### config.mk
export PLATFORM = sky130hd
export DESIGN_NAME = mux_pipe_n_w
export DESIGN_NICKNAME = d
export VERILOG_FILES = /design/src/rtl/mux_pipe_n_w.sv
export SDC_FILE = /design/constraint.sdc
export NUM_CORES = 1
export LEC_CHECK = 0
export BUFFER_PORTS_ARGS = -buffer_cell sky130_fd_sc_hd__buf_2
export CORE_AREA = 3 3 422 424
export CTS_CLUSTER_SIZE = 24
export DETAILED_ROUTE_END_ITERATION = 10
export DIE_AREA = 0 0 425 427
export PLACE_DENSITY_LB_ADDON = 0.1
export SYNTH_ARGS = -nofsm -noshare
export SYNTH_HDL_FRONTEND = slang
export SYNTH_SLANG_ARGS = --single-unit
export TNS_END_PERCENT = 5
### constraint.sdc
create_clock -name clock -period 2.5 [get_ports clock]
set_clock_uncertainty 0.15 [all_clocks]
set_input_delay 0.25 -clock clock [delete_from_list [all_inputs] [get_ports clock]]
set_output_delay 0.25 -clock clock [all_outputs]
set_load 0.01 [all_outputs]
### src/rtl/mux_pipe_n_w.sv
// mux_pipe_n_w: pipelined N:1 WIDTH-bit two-level tree mux with valid/ready handshake
module mux_pipe_n_w #(
  parameter int WIDTH      = 32,
  parameter int SEL_BITS   = 5,
  parameter int GROUP_BITS = 4,
  parameter bit MID_REG    = 1
) (
  input  logic                          clock,
  input  logic                          reset,
  input  logic [(2**SEL_BITS)*WIDTH-1:0] in_data,
  input  logic [SEL_BITS-1:0]           in_sel,
  input  logic                          in_valid,
  output logic                          in_ready,
  output logic [WIDTH-1:0]              out_data,
  output logic [SEL_BITS-1:0]           out_sel,
  output logic                          out_valid,
  input  logic                          out_ready
);
  localparam int NG = 2**(SEL_BITS-GROUP_BITS);
  localparam int GS = 2**GROUP_BITS;
  logic [NG*WIDTH-1:0]  grp;
  logic [NG*WIDTH-1:0]  st_grp;
  logic [SEL_BITS-1:0]  st_sel;
  logic [WIDTH-1:0]     st_data;
  logic                 st_valid;
  logic                 out_ready_stage;
  always_comb begin
    grp = '0;
    for (int g = 0; g < NG; g++)
      grp[g*WIDTH +: WIDTH] = in_data[(g*GS + int'(in_sel[GROUP_BITS-1:0]))*WIDTH +: WIDTH];
  end
  assign out_ready_stage = !out_valid || out_ready;
  generate
    if (MID_REG) begin : g_mid
      logic                mid_valid;
      logic [NG*WIDTH-1:0] mid_grp;
      logic [SEL_BITS-1:0] mid_sel;
      assign in_ready = !mid_valid || out_ready_stage;
      // mid stage is free whenever it is empty or its content moves on this edge
      always_ff @(posedge clock or negedge reset)
        if (!reset) begin
          mid_valid <= 1'b0;
          mid_grp   <= '0;
          mid_sel   <= '0;
        end else if (in_ready) begin
          mid_valid <= in_valid;
          if (in_valid) begin
            mid_grp <= grp;
            mid_sel <= in_sel;
          end
        end
      assign st_valid = mid_valid;
      assign st_grp   = mid_grp;
      assign st_sel   = mid_sel;
    end else begin : g_direct
      assign in_ready = out_ready_stage;
      assign st_valid = in_valid;
      assign st_grp   = grp;
      assign st_sel   = in_sel;
    end
  endgenerate
  assign st_data = st_grp[int'(st_sel >> GROUP_BITS)*WIDTH +: WIDTH];
  always_ff @(posedge clock or negedge reset)
    if (!reset) begin
      out_valid <= 1'b0;
      out_data  <= '0;
      out_sel   <= '0;
    end else if (out_ready_stage) begin
      out_valid <= st_valid;
      if (st_valid) begin
        out_data <= st_data;
        out_sel  <= st_sel;
      end
    end
endmodule

# ---- Yosys cells after proc, flatten, opt, wreduce, memory -nomap -nowiden
# Index checks and enable logic that the tools add are counted.
dict set report word_totals {
  reg_bits 108
  in_bits 1033
  output_inout_bits 39
  word_cells 16
}
dict set report op_classes {
  add_sub_neg 1
  shift 3
  n_reduce_logical 6
}
# cell count
set ops {}
lappend ops {{1024-bit by 10-bit indexed part select with 32-bit output} 1}
lappend ops {{1024-bit by 12-bit indexed part select with 32-bit output} 1}
lappend ops {{64-bit by 7-bit indexed part select with 32-bit output} 1}
lappend ops {{5-bit by 4-bit adder with 6-bit output, first input constant} 1}
lappend ops {{2-bit AND reduction} 2}
lappend ops {{1-bit zero test} 2}
lappend ops {{1-bit logical OR} 2}

# ---- Logic depth before layout (Yosys ltp)
# Gate-level depths: netlist of the first run.
dict set report logic_depth {
  depth_word 4
  ltp_mapped 7
  depth_no_buf 4
}

# ---- Worst setup path after synthesis of the first run
# No wires, ideal clock.
dict set report synth_path {
  path_kind {input to register}
  startpoint {input in_sel[2]}
  endpoint {register g_mid.mid_grp[0]}
  setup_time_ns 0.137
  t_arrival_ns 1.604
  required_time_ns 2.213
  slack_ns 0.609
  cell_stages 6
  n_path_buf 3
  path_cell_list {buf_2 > buf_2 > buf_2 > mux4_2 > o22ai_1 > a21oi_1}
}
dict set report synth_via {
  elab_chain_cells 1
}
# item line_no
set synth_rtl {}
lappend synth_rtl {{start: declaration} 11} ;# input logic [SEL_BITS-1:0] in_sel,
lappend synth_rtl {{1024-bit by 10-bit indexed part select with 32-bit output} 30} ;# grp[g*WIDTH +: WIDTH] = in_data[(g*GS + int'(in_sel[GROUP_BITS-1:0]))*WIDTH +: WIDTH];
lappend synth_rtl {{end signal: assignment} 48} ;# mid_grp <= grp;
lappend synth_rtl {{end: declaration} 36} ;# logic [NG*WIDTH-1:0] mid_grp;
# No other way between the ends.
# A chain may end at the register's enable or synchronous reset.

# ---- Worst setup path in the final report of the first run
dict set report layout_path {
  startpoint {input in_sel[1]}
  endpoint {register g_mid.mid_grp[20]}
}
# Same word-level chain as after synthesis.

==> results_dict.tcl, run 1 <==
set metrics [dict create \
    worstReg2RegStart "g_mid.mid_valid" \
    critPathRequiredTime_ns 2.67 \
    finalNetCount 2944 \
    min_to "g_mid.mid_sel[3]" \
    synth-adder-area-share_pct 0 \
    detailed_router_iteration_count_before_antenna_repair 5 \
    cts_buffer_depth 2 \
    cts.root.buffer_cell "sky130_fd_sc_hd__clkbuf_16" \
    seq_area_frac_synth_pct 23.2 \
    cts-buffers-inserted 9 \
    dr_total_vias 14400 \
    end_kind "register" \
    cts_hold_repair.buffers 5 \
    cellLeakagePower_nw 8.66 \
    maxSlewViolCount 0 \
    fmax_mhz 471 \
    pwrdens_mw_per_mm2 391 \
    mappedNetlistNets 1890 \
    global_route.overflow_total 0 \
    postSynthRegisterBits 108 \
    dp.cells 4220 \
    cts_tree "done" \
    worstPathCellList "dlygate4sd3_1, buf_4, buf_4, mux2_2, o22ai_1, a21oi_1" \
    gpl.final_weighted_congestion 1.03 \
    multi_input_combinational_cell_area_sq_mm 0.00842 \
    die_boundary_width_microns 425 \
    grt_pass1_vias 15500 \
    timing_worst_setup_path_type "input port to register" \
    gate_count_post_synth 857 \
    worst-path-max-fanout 25 \
    final.fill_count 20100 \
    globalRouteTotalUtil_pct 13.8 \
    cts.sinks 108 \
    fin_ws_ns 0.375 \
    synthSimpleGateAreaFrac_pct 2.06 \
    r2r_cells 6 \
    antenna_left 0 \
    drv.max_cap_violation_count 0 \
    ys_warn_count 0 \
    drive_gt1_share_pct 77.8 \
    grt_first_pass_wirelength_mm 164 \
    via_per_inst 3.37 \
    outcome "finished clean" \
    layoutNonFillerInstCount 4263 \
    die_height_microns 427 \
    numPortBuffers 1071 \
    syn_avg_cell_area_sq_um 13.6 \
    area.sequential_sq_mm 0.00271 \
    synth_commonest_cells "sky130_fd_sc_hd__mux4_2 (256), sky130_fd_sc_hd__o22ai_1 (126), sky130_fd_sc_hd__dfrtp_1 (108)" \
    yosys.cell_count.top_type "sky130_fd_sc_hd__mux4_2" \
    regToRegSetupSlack_ns 0.54 \
    main_combinational_cell_family_by_area_after_synthesis "multiplexers" \
    worst_ir_drop_vdd_mv 0.354 \
    pin_count 1072 \
    drt_wl_total_mm 131 \
    antenna_found_initial 117 \
    synth_top_flop_cell "sky130_fd_sc_hd__dfrtp_1" \
    grt_start_max_net_pins 55 \
    postCtsSetupBuffers 0 \
    detailedPlace.worstSlack_ns 0.131 \
    synth_enable_flop_cells 0 \
    fin_crit_sh_pct 85.0 \
    final-hold-violation-count 0 \
    finish.utilization_pct 11.9 \
    core_sq_mm 0.174 \
    initial_utilization_pct 6.68 \
    hold_path_depth 3 \
    num_rows 153 \
    synth_area_sq_mm 0.0116 \
    critical_path.startpoint_type "input port" \
    synth_largest_type_area_fraction_pct 49.5 \
    synth_top_cells_by_area "sky130_fd_sc_hd__mux4_2 (50%), sky130_fd_sc_hd__dfrtp_1 (23%), sky130_fd_sc_hd__o22ai_1 (6.8%), sky130_fd_sc_hd__mux2_2 (6.1%), sky130_fd_sc_hd__mux2i_1 (2.8%)" \
    timing.rr.end "g_mid.mid_grp[14]" \
    layout_min_cycle_time_ns 2.13 \
    holdCritPathClass "input port to register" \
    layout-area-overhead-vs-synth_pct 78.1 \
    ctsResizeCount 0 \
    max_slew.worst_pin.slew_ns 0.601 \
    htree_num_levels 3 \
    detail_route.drc_violations 0 \
    routed_wire_length_per_instance_microns 30.7 \
    synth_mux_area_share_pct 58.9 \
    hp-start "in_sel[3]" \
    die_area_sq_mm 0.181 \
    cpPeakStageDelay_ns 0.53 \
    synth_compound_area_share_pct 11.0 \
    critPathLaunch "in_sel[1]" \
    setup_tns_ns 0 \
    critPathMostFrequentCell "sky130_fd_sc_hd__buf_4" \
    critical-path-slowest-cell "sky130_fd_sc_hd__dlygate4sd3_1" \
    timing.slew.headroom_pct 58.8 \
    dr.first_iter.drc_count 935 \
    synth_xor_area_share_pct 0 \
    place_hpwl_mm 115 \
    grt_setup_unrepaired "no" \
    finalSetupViolCount 0 \
    yosys.cell_types.count 23 \
    netlist.top_cell.by_area "sky130_fd_sc_hd__mux4_2" \
    reg_clk_slew_reported_paths_ns 0.11 \
    clk-insertion-delay-late_ns 0.43 \
    worstPathArrival_ns 2.30 \
    async_reset_ff_share_pct 100 \
]
-- cells by family (layout without fill, tap and decap cells) --
family          Yosys count  in the layout
mux                     357            357
compound gates          223            223
buf+inv                 111           1170
flops                   108            108
simple gates             58             58
other cells               0             22
-- cell type report --
class / instances / share of cell area (%)
sequential: 108 / 13.1
clock inverter: 7 / 0.404
multi-input combinational: 638 / 40.6
antenna: 22 / 0.266
timing repair buffer: 1154 / 30.6
tap: 2325 / 14.0
clock buffer: 9 / 1.09
-- flip-flops by register name, indices dropped and copies added, names as in the netlist --
register and count:
out_valid 1, out_data 32, g_mid.mid_sel 5, out_sel 5, g_mid.mid_valid 1, g_mid.mid_grp 64
-- how the worst max path moves through the flow --
stage,endpoint,slack [ns],depth (start not counted)
floorplan,g_mid.mid_grp[0],0.61,6
global placement,g_mid.mid_grp[22],0.12,7
detailed placement,g_mid.mid_grp[22],0.13,7
CTS,g_mid.mid_grp[20],0.35,6
global route,g_mid.mid_grp[20],0.32,6
finish,g_mid.mid_grp[20],0.37,6
-- through the flow --
| step | area, sq um | power (mW) | hold slack (ns) |
|---|---|---|---|
| 2_1_floorplan | 11600 | 4.10 | -0.196 |
| 3_3_place_gp | 20300 | 6.50 | 0.110 |
| 3_5_place_dp | 20300 | 6.49 | 0.117 |
| 4_1_cts | 20700 | 8.50 | 0.00254 |
| 5_1_grt | 20700 | 8.71 | 0.0301 |
| 6_report | 20700 | 8.11 | 0.0682 |
-- critical path, delay by kind of cell --
| kind | cells | cell delay, ns |
|---|---|---|
| compound gates | 2 | 0.19 |
| mux | 1 | 0.47 |
| buf+inv | 3 | 1.28 |
-- report_power, final --
part	switching (mW)	total (mW)	internal, mW
Sequential	0.355	2.47	2.12
Clock	0.997	1.80	0.799
Combinational	1.90	3.84	1.93
Total	3.26	8.11	4.85
-- metal layers --
layer / global-route usage (%) / wire length [microns] / share of wire, % / vias up
met1: 16.7 / 51900 / 40 / 7565
met4: 1.48 / 1470 / 1.1 / 28
met2: 25.0 / 67900 / 52 / 746
met5: 0 / 184 / 0.14 / -
met3: 3.59 / 9490 / 7.2 / 148
li1: - / - / - / 5864
-- cells in the final DEF, fill, tap and decap left out, types with 2 or more instances in the layout --
cell type,netlist,layout
sky130_fd_sc_hd__mux2_1,5,5
sky130_fd_sc_hd__dfrtp_1,108,107
sky130_fd_sc_hd__mux2_2,63,63
sky130_fd_sc_hd__diode_2,0,22
sky130_fd_sc_hd__clkinv_4,0,3
sky130_fd_sc_hd__clkbuf_16,0,9
sky130_fd_sc_hd__mux4_2,256,256
sky130_fd_sc_hd__nand2_1,48,47
sky130_fd_sc_hd__buf_8,0,2
sky130_fd_sc_hd__o21ai_1,32,32
sky130_fd_sc_hd__o22ai_1,126,126
sky130_fd_sc_hd__buf_2,20,1067
sky130_fd_sc_hd__nand2b_1,4,3
sky130_fd_sc_hd__buf_4,8,54
sky130_fd_sc_hd__buf_12,0,25
sky130_fd_sc_hd__mux2i_1,33,33
sky130_fd_sc_hd__a21oi_1,63,63
sky130_fd_sc_hd__dlygate4sd3_1,0,5
Note: power is estimated with default switching activity, not from simulation.
==> run 2: changes to the inputs <==
--- a/config.mk
+++ b/config.mk
@@ -6,10 +6,12 @@
 export NUM_CORES = 1
 export LEC_CHECK = 0
 export BUFFER_PORTS_ARGS = -buffer_cell sky130_fd_sc_hd__buf_2
-export CORE_AREA = 3 3 422 424
+export CELL_PAD_IN_SITES_DETAIL_PLACEMENT = 1
+export CELL_PAD_IN_SITES_GLOBAL_PLACEMENT = 2
+export CORE_AREA = 3 3 411 413
 export CTS_CLUSTER_SIZE = 24
 export DETAILED_ROUTE_END_ITERATION = 10
-export DIE_AREA = 0 0 425 427
+export DIE_AREA = 0 0 414 416
 export PLACE_DENSITY_LB_ADDON = 0.1
 export SYNTH_ARGS = -nofsm -noshare
 export SYNTH_HDL_FRONTEND = slang
==> run 2 against run 1 <==
Effect of this change:
- cell area is 1.2% lower
- sequential share of layout area increased by 0.15 points
- total power fell by 2.3%
- global-route usage increased by 0.19 points
- final cell count down 3.5%
- via count is 2.6% lower
- first-iteration DRC count decreased by 38%
- clock power fell by 3%
- die area shrank 5.1%
- worst hold slack improved by 0.0018 ns
- critical endpoint is now g_mid.mid_grp[34]
- largest cell class unchanged
- highest routed layer unchanged
==> results_dict.tcl, run 2 (synthesis gave the netlist of run 1 again) <==
set metrics [dict create \
    cts-buffers-inserted 9 \
    finalPower_mw 7.92 \
    worst-path-max-fanout 25 \
    globalRouteTotalUtil_pct 14.0 \
    place_hpwl_mm 109 \
    num_rows 149 \
    layout_min_cycle_time_ns 2.21 \
    dr_total_vias 14000 \
    via_per_inst 3.40 \
    detailed_router_iteration_count_before_antenna_repair 5 \
    drive_gt1_share_pct 77.6 \
    global_route.overflow_total 0 \
    setup_tns_ns 0 \
    antenna_left 0 \
    critical-path-slowest-cell "sky130_fd_sc_hd__dlygate4sd3_1" \
    worstPathCellList "dlygate4sd3_1, buf_2, nand3b_1, and2_4, buf_12, buf_12, o22ai_1, a21oi_1" \
    fin_ws_ns 0.285 \
    grt_setup_unrepaired "no" \
    gpl.final_weighted_congestion 0.881 \
    reg_clk_slew_reported_paths_ns 0.10 \
    worst_ir_drop_vdd_mv 0.385 \
    end_kind "register" \
    dr.first_iter.drc_count 578 \
    outcome "finished clean" \
    die_height_microns 416 \
    holdCritPathClass "input port to register" \
    antenna_found_initial 145 \
    detail_route.drc_violations 0 \
    pin_count 1072 \
    cts.root.buffer_cell "sky130_fd_sc_hd__clkbuf_16" \
    cts_buffer_depth 2 \
    worstPathArrival_ns 2.37 \
    die_boundary_width_microns 414 \
    detailedPlace.worstSlack_ns 0.0378 \
    critical_path.startpoint_type "input port" \
    core_sq_mm 0.165 \
    critPathRequiredTime_ns 2.65 \
    htree_num_levels 3 \
    timing_worst_setup_path_type "input port to register" \
    largest_registers_in_the_final_layout "g_mid.mid_grp: 64 flops, out_data: 32 flops" \
    finalHoldWorstSlack_ns 0.0700 \
    ctsResizeCount 0 \
    postCtsSetupBuffers 0 \
    routed_wire_length_per_instance_microns 30.2 \
    die_area_sq_mm 0.172 \
    maxSlewViolCount 0 \
    grt_start_max_net_pins 64 \
    numPortBuffers 1071 \
    mostFrequentLayoutCell "sky130_fd_sc_hd__buf_2" \
    drv.max_cap_violation_count 0 \
    critical_path_buf_inv_count 4 \
    max_slew.worst_pin.slew_ns 0.739 \
    mostFrequentLayoutCells "sky130_fd_sc_hd__buf_2 (1067), sky130_fd_sc_hd__mux4_2 (256), sky130_fd_sc_hd__o22ai_1 (126), sky130_fd_sc_hd__dfrtp_1 (107)" \
    cpPeakStageDelay_ns 0.53 \
    cellLeakagePower_nw 8.60 \
    finalSetupViolCount 0 \
    pwrdens_mw_per_mm2 387 \
    timing.slew.headroom_pct 50.7 \
    grt_first_pass_wirelength_mm 161 \
    cts.sinks 108 \
    regMostFlops "g_mid.mid_grp" \
    final-hold-violation-count 0 \
    layout-area-overhead-vs-synth_pct 76.0 \
    fin_crit_sh_pct 88.6 \
    finalNetCount 2927 \
    clk-insertion-delay-late_ns 0.44 \
    largest_register_ffs 64 \
    cts_tree "done" \
    fmax_mhz 452 \
    critical_path.top_delay_family "buffers and inverters" \
    critPathMostFrequentCell "sky130_fd_sc_hd__buf_12" \
    initial_utilization_pct 7.05 \
    drt_wl_total_mm 124 \
    grt_pass1_vias 16000 \
]
## run 2: cell count changes in the layout (fill, tap and decap cells not counted), sizes merged
cell / delta
clkinvlp: -1
diode: +2
buf: -17
inv: +1
## run 2: through the flow
stage / cells / area (sq um) / utilization, %
after floorplan: 857 / 11600 / -
after global placement: 4067 / 20100 / 12.2
after detailed placement: 4067 / 20100 / 12.2
after CTS: 4088 / 20400 / 12.4
after global routing: 4092 / 20400 / 12.4
final: 4112 / 20500 / 12.4
## run 2: final timing paths
path / start / to / slack [ns] / cells after the start
max: out_ready / g_mid.mid_grp[34] / 0.29 / 8
min: in_sel[3] / g_mid.mid_sel[3] / 0.07 / 3
max reg2reg: g_mid.mid_valid / g_mid.mid_grp[34] / 0.41 / 6
min reg2reg: g_mid.mid_sel[2] / g_mid.mid_sel[2] / 0.33 / 2
max in group asynchronous: reset / out_data[27] / 1.20 / 3
min in group asynchronous: reset / out_valid / 0.26 / 2
## run 2: layer usage
| layer | wire length [microns] | up-vias | part of all wire [%] | global-route usage [%] |
|---|---|---|---|---|
| met2 | 68800 | 712 | 55 | 27.7 |
| met5 | 376 | - | 0.30 | 0 |
| met3 | 7930 | 229 | 6.4 | 4.12 |
| met4 | 1680 | 58 | 1.4 | 1.38 |
| met1 | 45500 | 7142 | 37 | 14.9 |
| li1 | - | 5830 | - | - |
## run 2: final cells by class
cell class / count / area (sq um)
Clock buffer: 9 / 225
Multi-Input combinational cell: 638 / 8420
Tap cell: 2189 / 2740
Timing Repair Buffer: 1137 / 6260
Sequential cell: 108 / 2710
Fill cell: 19500 / 145000
Clock inverter: 7 / 81.3
Antenna cell: 24 / 60.1
## run 2: where the power goes
| part | leakage, nW | total, mW | switching, mW | internal, mW |
|---|---|---|---|---|
| combinational | 7.22 | 3.72 | 1.80 | 1.92 |
| clock | 0.152 | 1.75 | 0.955 | 0.798 |
| sequential | 1.22 | 2.45 | 0.327 | 2.12 |
| total | 8.60 | 7.92 | 3.08 | 4.84 |
## run 2: worst reg2reg max path, delay by kind of cell, from the launching register on
kind	cells	cell delay, ns
AO/OA/AOI/OAI	2	0.44
AND/OR/NAND/NOR	2	0.58
flip-flops	1	0.41
buffers and inverters	2	0.39
## run 2: repair_timing
| action | 4_1_cts | 5_1_grt |
|---|---|---|
| setup endpoints to repair | 0 | 0 |
| hold buffers | 5 | 0 |
| hold endpoints to repair | 52 | 0 |
==> run 3: changes to the inputs <==
--- a/config.mk
+++ b/config.mk
@@ -12,6 +12,7 @@
 export CTS_CLUSTER_SIZE = 24
 export DETAILED_ROUTE_END_ITERATION = 10
 export DIE_AREA = 0 0 414 416
+export MAX_ROUTING_LAYER = met4
 export PLACE_DENSITY_LB_ADDON = 0.1
 export SYNTH_ARGS = -nofsm -noshare
 export SYNTH_HDL_FRONTEND = slang
==> run 3 against run 2 <==
Effect of this change:
- die area did not move
- sequential power about the same
- combinational power about the same
- final cell count up 1.8%
- global-route usage increased by 0.44 points
- via count fell by 0.88%
- critical path depth did not move
- flip-flop and latch count is the same
- largest cell class unchanged
==> results_dict.tcl, run 3 (synthesis gave the netlist of run 1 again) <==
set metrics [dict create \
    outcome "finished clean" \
    numPortBuffers 1071 \
    cellLeakagePower_nw 8.64 \
    dr.first_iter.drc_count 532 \
    globalRouteTotalUtil_pct 14.4 \
    initial_utilization_pct 7.05 \
    finalHoldWorstSlack_ns 0.151 \
    final.fill_count 19500 \
    finalSetupViolCount 0 \
    detailed_router_iteration_count_before_antenna_repair 6 \
    gpl.final_weighted_congestion 0.873 \
    cts_buffer_depth 2 \
    dp.cells 4079 \
    antenna_found_initial 146 \
    grt_pass1_vias 16100 \
    cts_tree "done" \
    die_area_sq_mm 0.172 \
    grt_start_max_net_pins 64 \
    routed_wire_length_per_instance_microns 29.6 \
    drive_gt1_share_pct 77.7 \
    grt_first_pass_wirelength_mm 161 \
    htree_num_levels 3 \
    postCtsSetupBuffers 0 \
    max_slew.worst_pin.slew_ns 0.616 \
    grt_setup_unrepaired "no" \
    layout-area-overhead-vs-synth_pct 77.8 \
    largest_registers_in_the_final_layout "g_mid.mid_grp: 64 flops, out_data: 32 flops" \
    mostFrequentLayoutCells "sky130_fd_sc_hd__buf_2 (1067), sky130_fd_sc_hd__mux4_2 (256), sky130_fd_sc_hd__o22ai_1 (126), sky130_fd_sc_hd__dfrtp_1 (107)" \
    critPathLaunch "out_ready" \
    num_rows 149 \
    detailedPlace.worstSlack_ns -0.100 \
    timing.slew.headroom_pct 58.9 \
    worstReg2RegStart "g_mid.mid_valid" \
    drt_wl_total_mm 124 \
    largest_register_ffs 64 \
    detail_route.drc_violations 0 \
    finalPower_mw 7.81 \
    via_per_inst 3.31 \
    cts.root.buffer_cell "sky130_fd_sc_hd__clkbuf_16" \
    cts.sinks 108 \
    fin_ws_ns 0.479 \
    worstPathArrival_ns 2.15 \
    end_kind "register" \
    setup.worst_path.end "g_mid.mid_grp[61]" \
    antenna_left 0 \
    regMostFlops "g_mid.mid_grp" \
    worst-path-max-fanout 25 \
    die_boundary_width_microns 414 \
    pwrdens_mw_per_mm2 377 \
    cts-buffers-inserted 9 \
    finalNetCount 2938 \
    place_hpwl_mm 109 \
    fin_crit_sh_pct 80.9 \
    reg_clk_slew_reported_paths_ns 0.09 \
    mostFrequentLayoutCell "sky130_fd_sc_hd__buf_2" \
    core_sq_mm 0.165 \
    timing.rr.end "g_mid.mid_grp[61]" \
    clk-insertion-delay-late_ns 0.43 \
    layout_min_cycle_time_ns 2.02 \
    holdCritPathClass "input port to register" \
    maxSlewViolCount 0 \
    r2r_cells 6 \
    final-hold-violation-count 0 \
    die_height_microns 416 \
    critical_path.startpoint_type "input port" \
    worst_ir_drop_vdd_mv 0.386 \
    pin_count 1072 \
    fmax_mhz 495 \
    critPathRequiredTime_ns 2.63 \
    place_area_sq_mm 0.0202 \
    global_route.overflow_total 0 \
    ctsResizeCount 0 \
    layoutNonFillerInstCount 4184 \
    stdcell_area_sq_mm 0.0207 \
    regToRegSetupSlack_ns 0.59 \
    timing_worst_setup_path_type "input port to register" \
    drv.max_cap_violation_count 0 \
    dr_total_vias 13800 \
]
-- run 3: cell count changes in the layout (fill, tap and decap cells not counted) --
cell,previous run,this run
sky130_fd_sc_hd__bufinv_16,1,0
sky130_fd_sc_hd__dlygate4sd3_1,5,4
sky130_fd_sc_hd__diode_2,24,85
sky130_fd_sc_hd__buf_4,32,44
sky130_fd_sc_hd__clkinvlp_4,0,1
-- run 3: worst min path at each step --
| stage | startpoint | endpoint | slack [ns] | cells after the start |
|---|---|---|---|---|
| 2_1_floorplan | reset | g_mid.mid_grp[0] | -0.20 | 0 |
| 3_3_place_gp | reset | out_valid | 0.1 | 1 |
| 3_5_place_dp | reset | out_valid | 0.1 | 1 |
| 4_1_cts | in_sel[0] | g_mid.mid_grp[54] | 0.1 | 3 |
| 5_1_grt | in_sel[0] | g_mid.mid_grp[54] | 0.12 | 3 |
| 6_report | in_sel[0] | g_mid.mid_grp[54] | 0.15 | 3 |
-- run 3: cell type report --
cell class / count / area, sq um / share of cell area [%]
Clock buffer: 9 / 225 / 1.09
Timing Repair Buffer: 1148 / 6340 / 30.6
Clock inverter: 7 / 58.8 / 0.284
Antenna cell: 85 / 213 / 1.03
Multi-Input combinational cell: 638 / 8420 / 40.7
Sequential cell: 108 / 2710 / 13.1
Tap cell: 2189 / 2740 / 13.2
-- run 3: critical path: stages --
cell	delay (ns)
sky130_fd_sc_hd__dlygate4sd3_1	0.53
sky130_fd_sc_hd__buf_2	0.12
sky130_fd_sc_hd__nand3b_1	0.32
sky130_fd_sc_hd__and2_4	0.29
sky130_fd_sc_hd__buf_12	0.16
sky130_fd_sc_hd__buf_4	0.22
sky130_fd_sc_hd__o22ai_1	0.15
sky130_fd_sc_hd__a21oi_1	0.06
-- run 3: what timing repair did --
item                                   4_1_cts  5_1_grt
hold buffers                                 4        0
endpoints found under the hold margin       38        0
setup endpoints to repair                    0        0
-- run 3: metrics by stage --
stage	setup TNS, ns	utilization (%)
2_1_floorplan	0	-
3_3_place_gp	-0.0997	12.2
3_5_place_dp	-0.100	12.2
4_1_cts	0	12.4
5_1_grt	0	12.5
6_report	0	12.5
-- run 3: layer usage --
metal	global-route usage [%]	vias to the layer above	wire length [microns]
met1	14.8	7141	45600
met4	1.37	0	1720
met3	4.32	117	7810
met2	27.8	648	68700
met5	-	-	0
li1	-	5942	-
-- run 3: where the power goes --
part	switching (mW)	leakage, nW	total, mW	internal (mW)
clock	0.936	0.139	1.63	0.697
combinational	1.78	7.28	3.71	1.93
sequential	0.340	1.22	2.46	2.12
